File: src/rtl/id_ex_stage_reg.sv
// ID/EX pipeline register with load-use hazard detection, bubble insertion and stall.
// Define ID_EX_BUBBLE_CNT_EN to add the saturating bubble_count output.
module id_ex_stage_reg #(
  parameter int unsigned DATA_W = 16,
  parameter int unsigned INST_W = 19
) (
  input  logic              clk,
  input  logic              rst,
  input  logic              ID_valid,
  input  logic [INST_W-1:0] ID_inst,
  input  logic              ID_reg_write_signal,
  input  logic              ID_mem_read,
  input  logic              ID_mem_write,
  input  logic              ID_reg2_read_source,
  input  logic [DATA_W-1:0] ID_read_data1,
  input  logic [DATA_W-1:0] ID_read_data2,
  input  logic              flush,
  input  logic              hold,
  output logic              EX_valid,
  output logic [INST_W-1:0] EX_inst,
  output logic              EX_reg_write_signal,
  output logic              EX_mem_read,
  output logic              EX_mem_write,
  output logic              EX_reg2_read_source,
  output logic [DATA_W-1:0] EX_read_data1,
  output logic [DATA_W-1:0] EX_read_data2,
  output logic              stall
`ifdef ID_EX_BUBBLE_CNT_EN
  ,
  output logic [15:0]       bubble_count
`endif
);

  logic [2:0] ex_dest;
  logic [2:0] id_src_a;
  logic [2:0] id_src_b;
  logic       hz;
  logic       bubble;

  logic              valid_d;
  logic [INST_W-1:0] inst_d;
  logic              reg_write_d;
  logic              mem_read_d;
  logic              mem_write_d;
  logic              reg2_src_d;
  logic [DATA_W-1:0] data1_d;
  logic [DATA_W-1:0] data2_d;

  assign ex_dest  = EX_inst[13:11];
  assign id_src_a = ID_inst[10:8];
  assign id_src_b = ID_reg2_read_source ? ID_inst[10:8] : ID_inst[7:5];

  // r0 is never a real destination, so a load to r0 cannot create a hazard.
  assign hz = ID_valid & EX_valid & EX_mem_read & (ex_dest != 3'd0) &
              ((ex_dest == id_src_a) | (ex_dest == id_src_b));

  // A flush discards the ID instruction, so there is nothing to hold back.
  assign stall  = hz & ~flush;
  assign bubble = flush | hz;

  always_comb begin
    valid_d     = ID_valid;
    inst_d      = ID_inst;
    reg_write_d = ID_reg_write_signal;
    mem_read_d  = ID_mem_read;
    mem_write_d = ID_mem_write;
    reg2_src_d  = ID_reg2_read_source;
    data1_d     = ID_read_data1;
    data2_d     = ID_read_data2;
    if (bubble) begin
      // Zero inst gives dest r0, which downstream forwarding never matches.
      valid_d     = 1'b0;
      inst_d      = '0;
      reg_write_d = 1'b0;
      mem_read_d  = 1'b0;
      mem_write_d = 1'b0;
      reg2_src_d  = 1'b0;
      data1_d     = '0;
      data2_d     = '0;
    end
  end

  always_ff @(posedge clk) begin
    if (rst) begin
      EX_valid            <= 1'b0;
      EX_inst             <= '0;
      EX_reg_write_signal <= 1'b0;
      EX_mem_read         <= 1'b0;
      EX_mem_write        <= 1'b0;
      EX_reg2_read_source <= 1'b0;
      EX_read_data1       <= '0;
      EX_read_data2       <= '0;
    end else if (!hold) begin
      EX_valid            <= valid_d;
      EX_inst             <= inst_d;
      EX_reg_write_signal <= reg_write_d;
      EX_mem_read         <= mem_read_d;
      EX_mem_write        <= mem_write_d;
      EX_reg2_read_source <= reg2_src_d;
      EX_read_data1       <= data1_d;
      EX_read_data2       <= data2_d;
    end
  end

`ifdef ID_EX_BUBBLE_CNT_EN
  always_ff @(posedge clk) begin
    if (rst) begin
      bubble_count <= '0;
    end else if (!hold && bubble && (bubble_count != 16'hFFFF)) begin
      bubble_count <= bubble_count + 16'd1;
    end
  end
`else
  // Bubble counter not built.
`endif

endmodule
File: config.mk
export PLATFORM = sky130hd
export DESIGN_NAME = id_ex_stage_reg
export DESIGN_NICKNAME = d
export VERILOG_FILES = /design/src/rtl/id_ex_stage_reg.sv
export SDC_FILE = /design/constraint.sdc
export NUM_CORES = 1
export LEC_CHECK = 0
export CELL_PAD_IN_SITES_DETAIL_PLACEMENT = 1
export CELL_PAD_IN_SITES_GLOBAL_PLACEMENT = 1
export CORE_ASPECT_RATIO = 0.9
export CORE_MARGIN = 2
export CORE_UTILIZATION = 25
export DETAILED_ROUTE_END_ITERATION = 12
export GPL_TIMING_DRIVEN = 1
export PLACE_DENSITY = 0.87
export RECOVER_POWER = 100
export SLEW_MARGIN = 25
export SYNTH_ARGS = -nofsm -noshare
export SYNTH_HDL_FRONTEND = slang
export SYNTH_SLANG_ARGS = --single-unit
File: constraint.sdc
create_clock -name clk -period 2.1 [get_ports clk]
set_input_delay 0.525 -clock clk [delete_from_list [all_inputs] [get_ports clk]]
set_output_delay 0.525 -clock clk [all_outputs]
set_load 0.05 [all_outputs]
### Word-level counts from Yosys, hierarchy flattened

Cells that the tools add are included.

| word-level totals | value |
|---|---|
| flip-flop bits (word level) | 56 |
| input port bits | 60 |
| output and inout port bits | 57 |
| logic and storage cells | 28 |

| operators by class | value |
|---|---|
| equality and inequality tests | 2 |
| muxes and demuxes | 9 |
| bitwise logic cells | 8 |
| reduce and logical (&&, ||, !) cells | 1 |

Operator list:

| operator | number |
|---|---|
| 2-to-1 mux 16 bit | 2 |
| 2-to-1 mux 19 bit | 1 |
| == test 3 bit | 2 |
| bitwise AND 1 bit | 5 |
| 2-to-1 mux 1 bit | 5 |
| 2-to-1 mux 3 bit | 1 |
| nonzero test 3 bit | 1 |
| OR 1 bit | 2 |
| NOT 1 bit | 1 |

### Logic depth before layout (Yosys ltp)

Gate-level depths: netlist of the first run.

| logic depth | value |
|---|---|
| depth in word-level cells | 6 |
| gate-level depth with buffers | 6 |
| gate-level depth less buffers | 4 |

### Worst setup path before layout of the first run

OpenSTA, ideal clock, no wires.

| timing path | value |
|---|---|
| kind | reg-to-output |
| start | register EX_inst[13] |
| end | output port stall |
| arrival time | 2.413 ns |
| required time | 1.575 ns |
| slack | -0.838 ns |
| stages on the path, launching flop included | 6 |
| buffers on the path | 1 |
| path through | dfxtp_1 > xor2_1 > or4_4 > a21oi_2 > buf_6 > nor2b_1 |

| between the ends | value |
|---|---|
| longest elaborated chain between the ends | 4 |
| elaborated cells on any way between the ends | 7 |
| those cells by class | eq/ne (2); bitwise (4); reduce/logical (1) |

RTL lines:

| element | line | text |
|---|---|---|
| from (decl) | 20 | `output logic [INST_W-1:0] EX_inst,` |
| from (signal assigned) | 95 | `EX_inst <= inst_d;` |
| == test 3 bit / nonzero test 3 bit (equally long branches) | 55, 54 |  |
| OR 1 bit / bitwise AND 1 bit (equally long branches) | 55, 54 |  |
| bitwise AND 1 bit * | 54 | `assign hz = ID_valid & EX_valid & EX_mem_read & (ex_dest != 3'd0) &` |
| bitwise AND 1 bit * | 58 | `assign stall = hz & ~flush;` |
| to (decl) | 27 | `output logic stall` |

Every way passes the cells marked *; elsewhere a longest branch is shown, timed or not.

### Worst setup path in the final report of the first run

| timing path | value |
|---|---|
| start | input port ID_inst[7] |
| end | output port stall |

| between the ends | value |
|---|---|
| longest elaborated chain between the ends | 5 |

RTL lines:

| element | line | text |
|---|---|---|
| from (decl) | 10 | `input logic [INST_W-1:0] ID_inst,` |
| 2-to-1 mux 3 bit | 51 | `assign id_src_b = ID_reg2_read_source ? ID_inst[10:8] : ID_inst[7:5];` |
| == test 3 bit | 55 | `((ex_dest == id_src_a) \| (ex_dest == id_src_b));` |
| OR 1 bit | 55 |  |
| bitwise AND 1 bit | 54 |  |
| bitwise AND 1 bit | 58 |  |

Every way passes these cells.

==> results of run 1 <==
==> timing repair <==
item                                    4_1_cts  5_1_grt
hold endpoints to repair                      0        0
resized for setup                            12        8
pin swaps                                     3        4
setup buffers                                 0        1
endpoints found under the setup margin       49       10
==> worst max path at each step <==
stage | startpoint | to | slack [ns] | cells past startpoint
6_report | ID_inst[7] | stall | -0.25 | 6
5_1_grt | EX_inst[13] | stall | -0.32 | 5
4_1_cts | EX_inst[13] | stall | -0.30 | 5
3_5_place_dp | ID_inst[7] | stall | -0.59 | 6
3_3_place_gp | ID_inst[7] | stall | -0.59 | 6
2_1_floorplan | ID_inst[7] | stall | -0.26 | 5
==> synthesized netlist by cell type <==
library cell	count
dfxtp_1	56
o211ai_1	1
buf_12	4
or4_4	1
buf_6	1
xnor2_1	3
nand3_1	1
o21ai_2	40
nor2b_1	2
o21ai_0	15
nand4_1	1
clkbuf_1	11
nand2_1	112
buf_1	1
xor2_1	3
a21oi_2	1
nor3_1	1
clkbuf_2	1
or3_1	1
==> per-layer routing <==
layer  wire length, um  global-route usage [%]  part of all wire, %  vias to the layer above
met5                 0                       0                    0                        -
met4                44                   3.289                 0.68                        0
li1                  -                       -                    -                     1059
met1              2765                   16.37                   43                      999
met2              3169                   23.01                   49                       70
met3               461                   3.737                  7.2                        5
==> state kept, by name (all words and copies together), names as in the netlist <==
signal and flops:
EX_reg_write_signal 1, EX_mem_read 1, EX_inst 19, EX_mem_write 1
EX_reg2_read_source 1, EX_read_data1 16, EX_read_data2 16, EX_valid 1
==> worst max-delay path: stages <==
cell     delay [ns]
buf_2          0.11
xor2_1         0.15
or4_4          0.52
a21oi_4        0.18
nor2b_4        0.19
buf_12         0.14
==> final cells by class <==
| class | instances | area, sq um |
|---|---|---|
| well taps | 119 | 148.9 |
| clock buffers | 7 | 86.33 |
| multi-input cells | 182 | 1008 |
| flip-flops and latches | 56 | 1125 |
| repair buffers | 126 | 1231 |
| fillers | 1040 | 5001 |
| clock inverters | 1 | 7.507 |
==> stage by stage <==
stage | cells | setup WS, ns | setup TNS (ns) | power [mW] | util, %
6_report | 491 | -0.2450 | -0.2450 | 2.187 | 41.90
5_1_grt | 491 | -0.3237 | -0.3261 | 2.293 | 41.90
4_1_cts | 490 | -0.3030 | -0.3030 | 2.237 | 42.01
3_5_place_dp | 482 | -0.5853 | -25.77 | 1.613 | 40.99
3_3_place_gp | 482 | -0.5883 | -25.15 | 1.604 | 40.99
2_1_floorplan | 256 | -0.2579 | -0.2579 | 1.377 | -
==> power by group through the flow <==
stage | Combinational, mW | Sequential, mW | Clock, mW
3_5_place_dp | 0.461 | 1.15 | 0
3_3_place_gp | 0.454 | 1.15 | 0
5_1_grt | 0.480 | 1.13 | 0.680
2_1_floorplan | 0.0796 | 1.30 | 0
4_1_cts | 0.461 | 1.13 | 0.649
6_report | 0.452 | 1.13 | 0.608
==> cells by family after synthesis <==
group / Yosys count / synth area share (%)
AO/OA/AOI/OAI: 57 / 19.87
XOR/XNOR: 6 / 2.364
buffers and inverters: 18 / 6.359
flip-flops: 56 / 50.42
AND/OR/NAND/NOR: 119 / 20.99
==> key figures, run 1 <==
Setup path
  – Reg2Reg Depth: 6
  – Worst setup EP type: output pin
  – Worst Path Max Fanout: 2
  – Crit path launch type: input pin
  – WP data required: 1.57 ns
  – Reg2reg end: EX_inst[1]
  – Worst Setup Path Type: input pin to output pin
  – Reg-to-Reg Start: EX_inst[13]
  – Flop-to-flop setup slack: 0.13 ns
  – Worst endpoint data arrival time: 1.82 ns

Detailed routing
  – Router iterations before antenna repair: 3
  – DRC errors left: 0
  – Final ANT Viol Nets: 0
  – DR vias/cell: 4.344
  – WL/cell: 13.12 um
  – DRT Wirelength: 6.441 mm
  – 1st-iter DRT viols: 23
  – Vias: 2133

Power and ir drop
  – Comb power frac: 20.7%
  – Leak pwr: between 1 and 1.5 nW
  – Clock power frac: 27.8%
  – Worst VDD drop: 0.0002222 V
  – Sequential Power Share: 51.5%
  – Net Sw Frac: between 20% and 30%
  – Switching power: around 0.61 mW
  – P per Cell Area: 606.4 nW/um^2
  – Internal power: 1.573 mW

CTS
  – Number of buffers on the longest clock path: 2
  – CTS root buffer: clkbuf_8
  – H-tree Lvls: 2
  – Num CTS Buffers: 5
  – CTS tree: yes
  – Clock latency on the worst-skew pair: 0.30 ns
  – CTS sink count: 56
  – CTS clk-pin slew, worst paths: 0.09 ns
  – Hold Buf Count CTS: 0

Finish
  – Leading cell type in the layout, fill and taps excluded: nand2_1
  – Most frequent cells in the layout: nand2_1, clkdlybuf4s50_1, dfxtp_1
  – Post-route cell area: 3607 sq um
  – # diodes: 0
  – Synthesis-to-finish area growth: 62.24%
  – NumNets Final: 431
  – Layout cells sized above 1: around a fifth

STA
  – Fin Hold WS: 0.4537 ns
  – Fin. Hold Viols: 0
  – Unrepaired setup endpoints after global routing: true
  – Max Clock Freq: 0.4264 GHz
  – Worst-margin pin slew: 0.6326 ns
  – Slew HR: between 50% and 60%
  – Tmin final: roughly 2.3 ns
  – Fin worst setup slack: -0.2450 ns
  – Max Slew Vio Count: 0
  – Final Skew: 0.008401 ns
  – # setup viols final: 1
  – Final period utilization: 111.7%

Global route
  – Remaining global-route overflow: 0
  – Initial antenna violation count: 0
  – Total track usage: 13.39%
  – Global-route wire length before repair: about 10 mm
  – Vias in the first global route: 2143
  – Largest net degree at the start of global routing: 57

Yosys
  – Syn nets: 316
  – Yosys cell types: 19
  – Post-synthesis register bit count: 56
  – Top post-synthesis cells by area: dfxtp_1, nand2_1, o21ai_2
  – Synth warn: 0
  – Mean Syn Cell Area: 8.685 sq um
  – Cell taking the most area after synthesis: dfxtp_1
  – Post-Synthesis Cells: 256
  – Synthesized area: 2223 sq um
  – Share of the synthesized area in the top cell type: 50.42%
  – Register area share after synthesis: 50.42%

Die
  – Num ports: 117
  – Core area: 8608 sq um
  – DIE WIDTH: 103.4 um
  – Die area: 9665 sq um
  – Rows: 32
  – Die span in y: 93.47 um
  – Initial Utilization: 25.83%

Status
  – Failing checks: setup timing
  – Status: finished, violations left

Placed design
  – Hpwl dp: 4.635 mm
  – Placer Congestion: 0.6841
  – Port bufs: 116
  – Placed instance area: 3528 sq um

Worst hold path
  – Sink of the worst hold path: EX_reg2_read_source
  – Hold Crit Class: register to register
  – HP Start: EX_reg2_read_source
  – Min-Delay Path Depth: 2

Run
  – # Max-Cap Violations: 0
No activity file was read; power rests on OpenSTA's default activity.
==> run 2: changes to the inputs <==
--- a/config.mk
+++ b/config.mk
@@ -10,8 +10,10 @@
 export CORE_ASPECT_RATIO = 0.9
 export CORE_MARGIN = 2
 export CORE_UTILIZATION = 25
+export CTS_CLUSTER_SIZE = 16
 export DETAILED_ROUTE_END_ITERATION = 12
 export GPL_TIMING_DRIVEN = 1
+export HOLD_SLACK_MARGIN = 0.15
 export PLACE_DENSITY = 0.87
 export RECOVER_POWER = 100
 export SLEW_MARGIN = 25
==> results of run 2 <==
No change in the layout: final DEF, timing and power equal those of run 1.
==> run 3: changes to the inputs <==
--- a/config.mk
+++ b/config.mk
@@ -5,6 +5,7 @@
 export SDC_FILE = /design/constraint.sdc
 export NUM_CORES = 1
 export LEC_CHECK = 0
+export CAP_MARGIN = 0
 export CELL_PAD_IN_SITES_DETAIL_PLACEMENT = 1
 export CELL_PAD_IN_SITES_GLOBAL_PLACEMENT = 1
 export CORE_ASPECT_RATIO = 0.9
@@ -16,7 +17,7 @@
 export HOLD_SLACK_MARGIN = 0.15
 export PLACE_DENSITY = 0.87
 export RECOVER_POWER = 100
-export SLEW_MARGIN = 25
+export SLEW_MARGIN = 30
 export SYNTH_ARGS = -nofsm -noshare
 export SYNTH_HDL_FRONTEND = slang
 export SYNTH_SLANG_ARGS = --single-unit
==> results of run 3 <==
No change in the layout: final DEF, timing and power equal those of run 1.
